### src/rtl/rv32_pkg.sv
// Shared rv32 core types and constants.
// Imported by every pipeline stage of the core.
package rv32_pkg;

    localparam int XPR_LEN = 32;

    typedef logic [31:0]        rv32_instr_t;
    typedef logic [XPR_LEN-1:0] rv32_addr_t;

    localparam rv32_instr_t RV32_NOP_INSTR = 32'h0000_0013;

    typedef enum logic [1:0] {
        BOOT,
        RUN,
        FLUSH
    } rv32_fetch_state_e;

    typedef struct packed {
        rv32_addr_t  pc;
        rv32_instr_t instr;
    } rv32_fetch_entry_t;

    function automatic rv32_addr_t rv32_word_align(input rv32_addr_t a);
        return {a[XPR_LEN-1:2], 2'b00};
    endfunction

endpackage

### src/rtl/rv32_fetch_fifo.sv
// Parameterised synchronous FIFO with flush, used by the fetch stage
// for both the prefetch buffer and the in-flight PC queue.
module rv32_fetch_fifo #(
    parameter int WIDTH = 32,
    parameter int DEPTH = 4
) (
    input  logic                       clk,
    input  logic                       rst_n,
    input  logic                       flush,
    input  logic                       push,
    input  logic [WIDTH-1:0]           push_data,
    input  logic                       pop,
    output logic [WIDTH-1:0]           pop_data,
    output logic [$clog2(DEPTH):0]     count,
    output logic                       full,
    output logic                       empty
);

    localparam int AW = $clog2(DEPTH);
    localparam int CW = AW + 1;

    logic [WIDTH-1:0] mem [DEPTH];
    logic [AW-1:0]    wr_ptr;
    logic [AW-1:0]    rd_ptr;
    logic [CW-1:0]    cnt;
    logic             do_push;
    logic             do_pop;

    assign full     = (cnt == CW'(DEPTH));
    assign empty    = (cnt == '0);
    assign count    = cnt;
    assign pop_data = mem[rd_ptr];

    // A full FIFO still accepts a push when the head leaves the same cycle.
    assign do_push = push && (!full || pop);
    assign do_pop  = pop && !empty;

    always_ff @(posedge clk) begin
        if (!rst_n || flush) begin
            wr_ptr <= '0;
            rd_ptr <= '0;
            cnt    <= '0;
        end else begin
            if (do_push) begin
                wr_ptr <= wr_ptr + AW'(1);
            end
            if (do_pop) begin
                rd_ptr <= rd_ptr + AW'(1);
            end
            cnt <= cnt + CW'(do_push) - CW'(do_pop);
        end
    end

    always_ff @(posedge clk) begin
        if (do_push && !flush) begin
            mem[wr_ptr] <= push_data;
        end
    end

endmodule

### src/rtl/rv32_fetch_unit.sv
// rv32 instruction fetch stage: credit-limited imem requests feeding a
// prefetch FIFO that hands {pc, instr} to decode; redirects drop stale data.
module rv32_fetch_unit
    import rv32_pkg::*;
#(
    parameter int         FIFO_DEPTH = 4,
    parameter rv32_addr_t RESET_PC   = 32'h0000_0000
) (
    input  logic               rv32_clk,
    input  logic               rv32_rst_n,
    input  logic               redirect_valid,
    input  logic [XPR_LEN-1:0] redirect_pc,
    output logic               imem_req_valid,
    input  logic               imem_req_ready,
    output logic [XPR_LEN-1:0] imem_req_addr,
    input  logic               imem_rsp_valid,
    input  logic [31:0]        imem_rsp_data,
    output logic               dec_valid,
    input  logic               dec_ready,
    output logic [31:0]        dec_instr,
    output logic [XPR_LEN-1:0] dec_pc
);

    localparam int CW = $clog2(FIFO_DEPTH) + 1;
    localparam int EW = $bits(rv32_fetch_entry_t);

    rv32_fetch_state_e state_q;
    rv32_fetch_state_e state_d;

    rv32_addr_t        fetch_pc_q;
    logic [CW-1:0]     drop_cnt_q;
    logic [CW-1:0]     drop_cnt_d;
    logic [CW-1:0]     outstanding;
    logic [CW-1:0]     outstanding_left;
    logic [CW-1:0]     fifo_count;
    logic [CW:0]       credit_used;

    logic              pcq_full;
    logic              pcq_empty;
    logic              fifo_full;
    logic              fifo_empty;
    rv32_addr_t        pcq_head;
    logic [EW-1:0]     fifo_head_raw;
    rv32_fetch_entry_t fifo_head;
    rv32_fetch_entry_t push_entry;
    rv32_fetch_entry_t hold_q;

    logic              req_fire;
    logic              rsp_fire;
    logic              fifo_push;
    logic              fifo_pop;
    logic              can_issue;
    logic              fetch_active;

    assign req_fire = imem_req_valid && imem_req_ready;
    assign rsp_fire = imem_rsp_valid && !pcq_empty;

    assign outstanding_left = outstanding - CW'(rsp_fire);

    // Every in-flight request owns a FIFO slot, so responses never stall.
    assign credit_used = {1'b0, outstanding} + {1'b0, fifo_count};
    assign can_issue   = !pcq_full && !fifo_full
                      && (credit_used < (CW+1)'(FIFO_DEPTH));

    assign fifo_push  = rsp_fire && !redirect_valid && (drop_cnt_q == '0);
    assign fifo_pop   = dec_valid && dec_ready && !redirect_valid;
    assign push_entry = '{pc: pcq_head, instr: imem_rsp_data};
    assign fifo_head  = rv32_fetch_entry_t'(fifo_head_raw);

    always_ff @(posedge rv32_clk) begin
        if (!rv32_rst_n) begin
            state_q <= BOOT;
        end else begin
            state_q <= state_d;
        end
    end

    always_comb begin
        state_d = state_q;
        unique case (state_q)
            BOOT: begin
                state_d = RUN;
            end
            RUN: begin
                if (redirect_valid && (outstanding_left != '0)) begin
                    state_d = FLUSH;
                end
            end
            FLUSH: begin
                if (!redirect_valid && (drop_cnt_d == '0)) begin
                    state_d = RUN;
                end
            end
            default: begin
                state_d = BOOT;
            end
        endcase
    end

    always_comb begin
        fetch_active   = (state_q == RUN) || (state_q == FLUSH);
        imem_req_valid = fetch_active && !redirect_valid && can_issue;
    end

    // The redirect-cycle response is discarded outright, not counted.
    always_comb begin
        drop_cnt_d = drop_cnt_q;
        if (redirect_valid) begin
            drop_cnt_d = outstanding_left;
        end else if (rsp_fire && (drop_cnt_q != '0)) begin
            drop_cnt_d = drop_cnt_q - CW'(1);
        end
    end

    always_ff @(posedge rv32_clk) begin
        if (!rv32_rst_n) begin
            fetch_pc_q   <= RESET_PC;
            drop_cnt_q   <= '0;
            hold_q.pc    <= '0;
            hold_q.instr <= RV32_NOP_INSTR;
        end else begin
            drop_cnt_q <= drop_cnt_d;
            if (redirect_valid) begin
                fetch_pc_q <= rv32_word_align(redirect_pc);
            end else if (req_fire) begin
                fetch_pc_q <= fetch_pc_q + XPR_LEN'(4);
            end
            if (!fifo_empty) begin
                hold_q <= fifo_head;
            end
        end
    end

    assign imem_req_addr = fetch_pc_q;
    assign dec_valid     = !fifo_empty;
    assign dec_pc        = fifo_empty ? hold_q.pc    : fifo_head.pc;
    assign dec_instr     = fifo_empty ? hold_q.instr : fifo_head.instr;

    // In-flight PCs; its occupancy is the outstanding-request count.
    rv32_fetch_fifo #(
        .WIDTH (XPR_LEN),
        .DEPTH (FIFO_DEPTH)
    ) u_pc_queue (
        .clk       (rv32_clk),
        .rst_n     (rv32_rst_n),
        .flush     (1'b0),
        .push      (req_fire),
        .push_data (fetch_pc_q),
        .pop       (rsp_fire),
        .pop_data  (pcq_head),
        .count     (outstanding),
        .full      (pcq_full),
        .empty     (pcq_empty)
    );

    rv32_fetch_fifo #(
        .WIDTH (EW),
        .DEPTH (FIFO_DEPTH)
    ) u_prefetch (
        .clk       (rv32_clk),
        .rst_n     (rv32_rst_n),
        .flush     (redirect_valid),
        .push      (fifo_push),
        .push_data (push_entry),
        .pop       (fifo_pop),
        .pop_data  (fifo_head_raw),
        .count     (fifo_count),
        .full      (fifo_full),
        .empty     (fifo_empty)
    );

endmodule
### config.mk
export PLATFORM = sky130hd
export DESIGN_NAME = rv32_fetch_unit
export DESIGN_NICKNAME = d
export VERILOG_FILES = /design/src/rtl/rv32_pkg.sv /design/src/rtl/rv32_fetch_fifo.sv /design/src/rtl/rv32_fetch_unit.sv
export SDC_FILE = /design/constraint.sdc
export NUM_CORES = 1
export LEC_CHECK = 0
export BUFFER_PORTS_ARGS = -buffer_cell sky130_fd_sc_hd__buf_2
export CORE_ASPECT_RATIO = 1.5
export CORE_UTILIZATION = 35
export DETAILED_ROUTE_END_ITERATION = 6
export SYNTH_ARGS = -nofsm -noshare
export SYNTH_HDL_FRONTEND = slang
export SYNTH_SLANG_ARGS = --single-unit
export TNS_END_PERCENT = 30
### constraint.sdc
create_clock -name rv32_clk -period 3.9 [get_ports rv32_clk]
set_clock_uncertainty 0.2 [all_clocks]
set_input_delay 0.585 -clock rv32_clk [delete_from_list [all_inputs] [get_ports rv32_clk]]
set_output_delay 0.585 -clock rv32_clk [all_outputs]
set_load 0.01 [all_outputs]
==> flow_summary.json <==
{
  "crit_path_max_incr_delay_ns": 0.73,
  "cp_slowest_cell": "dfxtp_4",
  "via_per_inst": 5.03,
  "layoutNonFillerInstCount": 2006,
  "port_buffers": 161,
  "dpl.cell_count": 1887,
  "yosys.area.top_type_share": 0.587,
  "critical-path-top-delay-family": "multiplexers",
  "tns_ns": 0,
  "synthCells": 1072,
  "hold_violations": 0,
  "postCtsHoldBufs": 32,
  "synth_seq_cells": 483,
  "path_cells": "buf_4, mux4_2, mux2_2, buf_2",
  "grt_pass1_wl_um": 60800,
  "ys_seq_area_frac": 0.710,
  "wl_per_cell_um": 19.8,
  "post_cts_buffers": 0,
  "grt_max_degree": 64,
  "gp_congestion": 0.808,
  "insertedDiodeCount": 0,
  "track_usage": 0.147,
  "yosysWarnings": 0,
  "die_area_um2": 54700,
  "p_per_area_nw_per_um2": 546,
  "startpoint_type": "register",
  "routed_wl_um": 39700,
  "status": "complete, no violations",
  "postSynth.asyncResetShare": 0,
  "layout_setup_ws_ns": 0.469,
  "worstSetupEndpointType": "output pin",
  "placementRows": 103,
  "worst-path-buf-inv": 2,
  "ys_top_cells_by_area": "edfxtp_1 (59%), dfxtp_1 (12%), mux4_2 (11%)",
  "gr-total-overflow": 0,
  "holdCritPathClass": "primary input to register",
  "start_util": 0.356,
  "cp.arrival_ns": 2.65,
  "area_delta_synth_final_pct": 19.3,
  "dpl_worst_slack_ns": 0.597,
  "cts-buffers-inserted": 47,
  "post_cts_resized": 0,
  "first_pass_iters": 5,
  "clock_sinks": 483,
  "fin_crit_ns": 3.43,
  "finish.utilization": 0.425,
  "critPathKind": "register to output pin",
  "drt_iter0_drc": 397,
  "ir_drop_mv": 0.323,
  "coreArea_um2": 52800,
  "die_h_um": 286,
  "cts_htree_levels": 2,
  "path_max_fanout": 26,
  "worst_pin_slew_ns": 0.824,
  "first_global_vias": 10600,
  "path_clk_slew_ns": 0.06,
  "required_ns": 3.12,
  "vias": 10100,
  "synth_common_cells": "edfxtp_1 (368), dfxtp_1 (115), mux4_2 (92)",
  "cts_tree": "yes",
  "num_io_pins": 168,
  "ys.flop_type": "edfxtp_1",
  "antenna_found_initial": 1,
  "syn_avg_cell_area_um2": 17.6,
  "slew_violations": 0,
  "clock-root-buffer": "clkbuf_16",
  "yosysMostFrequentCell": "edfxtp_1",
  "slew_headroom": 0.450,
  "finalSetupViolCount": 0,
  "synth_area_um2": 18800,
  "max_freq_ghz": 0.291,
  "chipWidth_um": 191,
  "ys_types": 61,
  "synth_edf_count": 368,
  "hpwl_um": 24100,
  "post-route-period-util": 0.880,
  "drc_errors": 0,
  "insertion_delay_ns": 0.59,
  "yosys.area.top_type": "edfxtp_1",
  "drtAntennaViolNets": 0,
  "rsz0062_at_grt": "false",
  "ctsLongestPathBuffers": 3,
  "hold_slack_ns": 0.0438,
  "cap_violations": 0,
  "post_route_cells_drive_above_1_share": 0.326,
  "finalNetCount": 1381,
  "nFillCells": 4749,
  "leakagePower_nw": 7.84
}
[logic make-up after synthesis]
logic type / synth area share
DFF: 0.710
and+or+nand+nor: 0.0668
muxes: 0.150
AOI/OAI and AO/OA: 0.0312
buffers and inverters: 0.0174
adders and majority gates: 0.0174
xor gates and xnor gates: 0.00745
other: 0.000199
[final cells by class]
cell class | count | area [um2] | share of cell area
Timing Repair Buffer | 220 | 1400 | 0.0625
Inverter | 25 | 93.8 | 0.00418
Sequential cell | 483 | 13400 | 0.595
Tap cell | 682 | 853 | 0.0380
Multi-Input combinational cell | 509 | 5160 | 0.230
Clock buffer | 59 | 1250 | 0.0557
Clock inverter | 28 | 330 | 0.0147
[power breakdown]
| group | leakage (nW) | total, mW | switching [mW] | internal [mW] |
|---|---|---|---|---|
| combinational | 2.80 | 1.49 | 0.782 | 0.707 |
| sequential | 4.28 | 6.12 | 0.208 | 5.92 |
| clock | 0.763 | 4.65 | 1.96 | 2.69 |
| total | 7.84 | 12.3 | 2.95 | 9.31 |
[flip-flops by register name, indices dropped and copies added, names as in the netlist, 3 cells and up, named ones only]
name	count
drop_cnt_q	3
hold_q	62
imem_req_addr	30
u_pc_queue.count	3
u_pc_queue.mem	120
u_prefetch.count	3
u_prefetch.mem	248
[layout by cell type (no fill, tap or decap), drive strengths merged, types with 4 or more instances in the layout]
cell,netlist,layout
nand2,42,42
o211ai,4,4
edfxtp,368,368
nand4,11,11
clkinv,0,18
or4,5,5
nor2,19,19
xnor2,13,13
clkbuf,42,59
dfxtp,115,115
or2,5,5
mux4,92,92
and3,13,13
inv,25,27
o22ai,4,4
nand3,8,8
and2,72,72
ha,23,23
a31oi,9,9
nor3,5,5
conb,1,4
nor4b,4,4
o21ai,14,14
a21oi,28,28
buf,16,188
dlygate4sd3,0,32
mux2,64,64
bufinv,0,6
nor4,12,12
or3,6,6
[worst reg2reg max path, stage by stage (launching register included)]
cell,delay [ns]
dfxtp_1,0.50
ha_1,0.30
nor4b_2,0.30
or4b_1,0.80
nor4_2,0.72
a311o_1,0.27
a31oi_1,0.07
[layer usage]
layer,track usage,wire (um),up-vias,part of all wire
li1,-,-,4617,-
met1,0.169,15900,5142,0.40
met2,0.268,20900,252,0.53
met3,0.0266,1760,75,0.044
met4,0.0522,1090,0,0.028
met5,0,0,-,0
[through the flow]
step,power (mW),cell area [um2]
after floorplan,7.19,18800
after global placement,7.67,20500
after detailed placement,7.74,20500
after CTS,12.5,22500
after global routing,12.8,22500
final,12.3,22500
[path summary, 6_finish.rpt]
kind / start / endpoint / slack (ns) / cells past startpoint
hold / removal: redirect_pc[31] / imem_req_addr[31]$_SDFFE_PN0P_ / 0.04 / 3
setup / recovery: register / dec_instr[15] / 0.47 / 4
hold reg to reg: u_pc_queue.wr_ptr[1]$_SDFFE_PN0P_ / u_pc_queue.wr_ptr[1]$_SDFFE_PN0P_ / 0.32 / 2
setup reg to reg: u_pc_queue.count[2]$_SDFF_PN0_ / imem_req_addr[24]$_SDFFE_PN0P_ / 0.60 / 6
(Power assumes the default switching activity.)
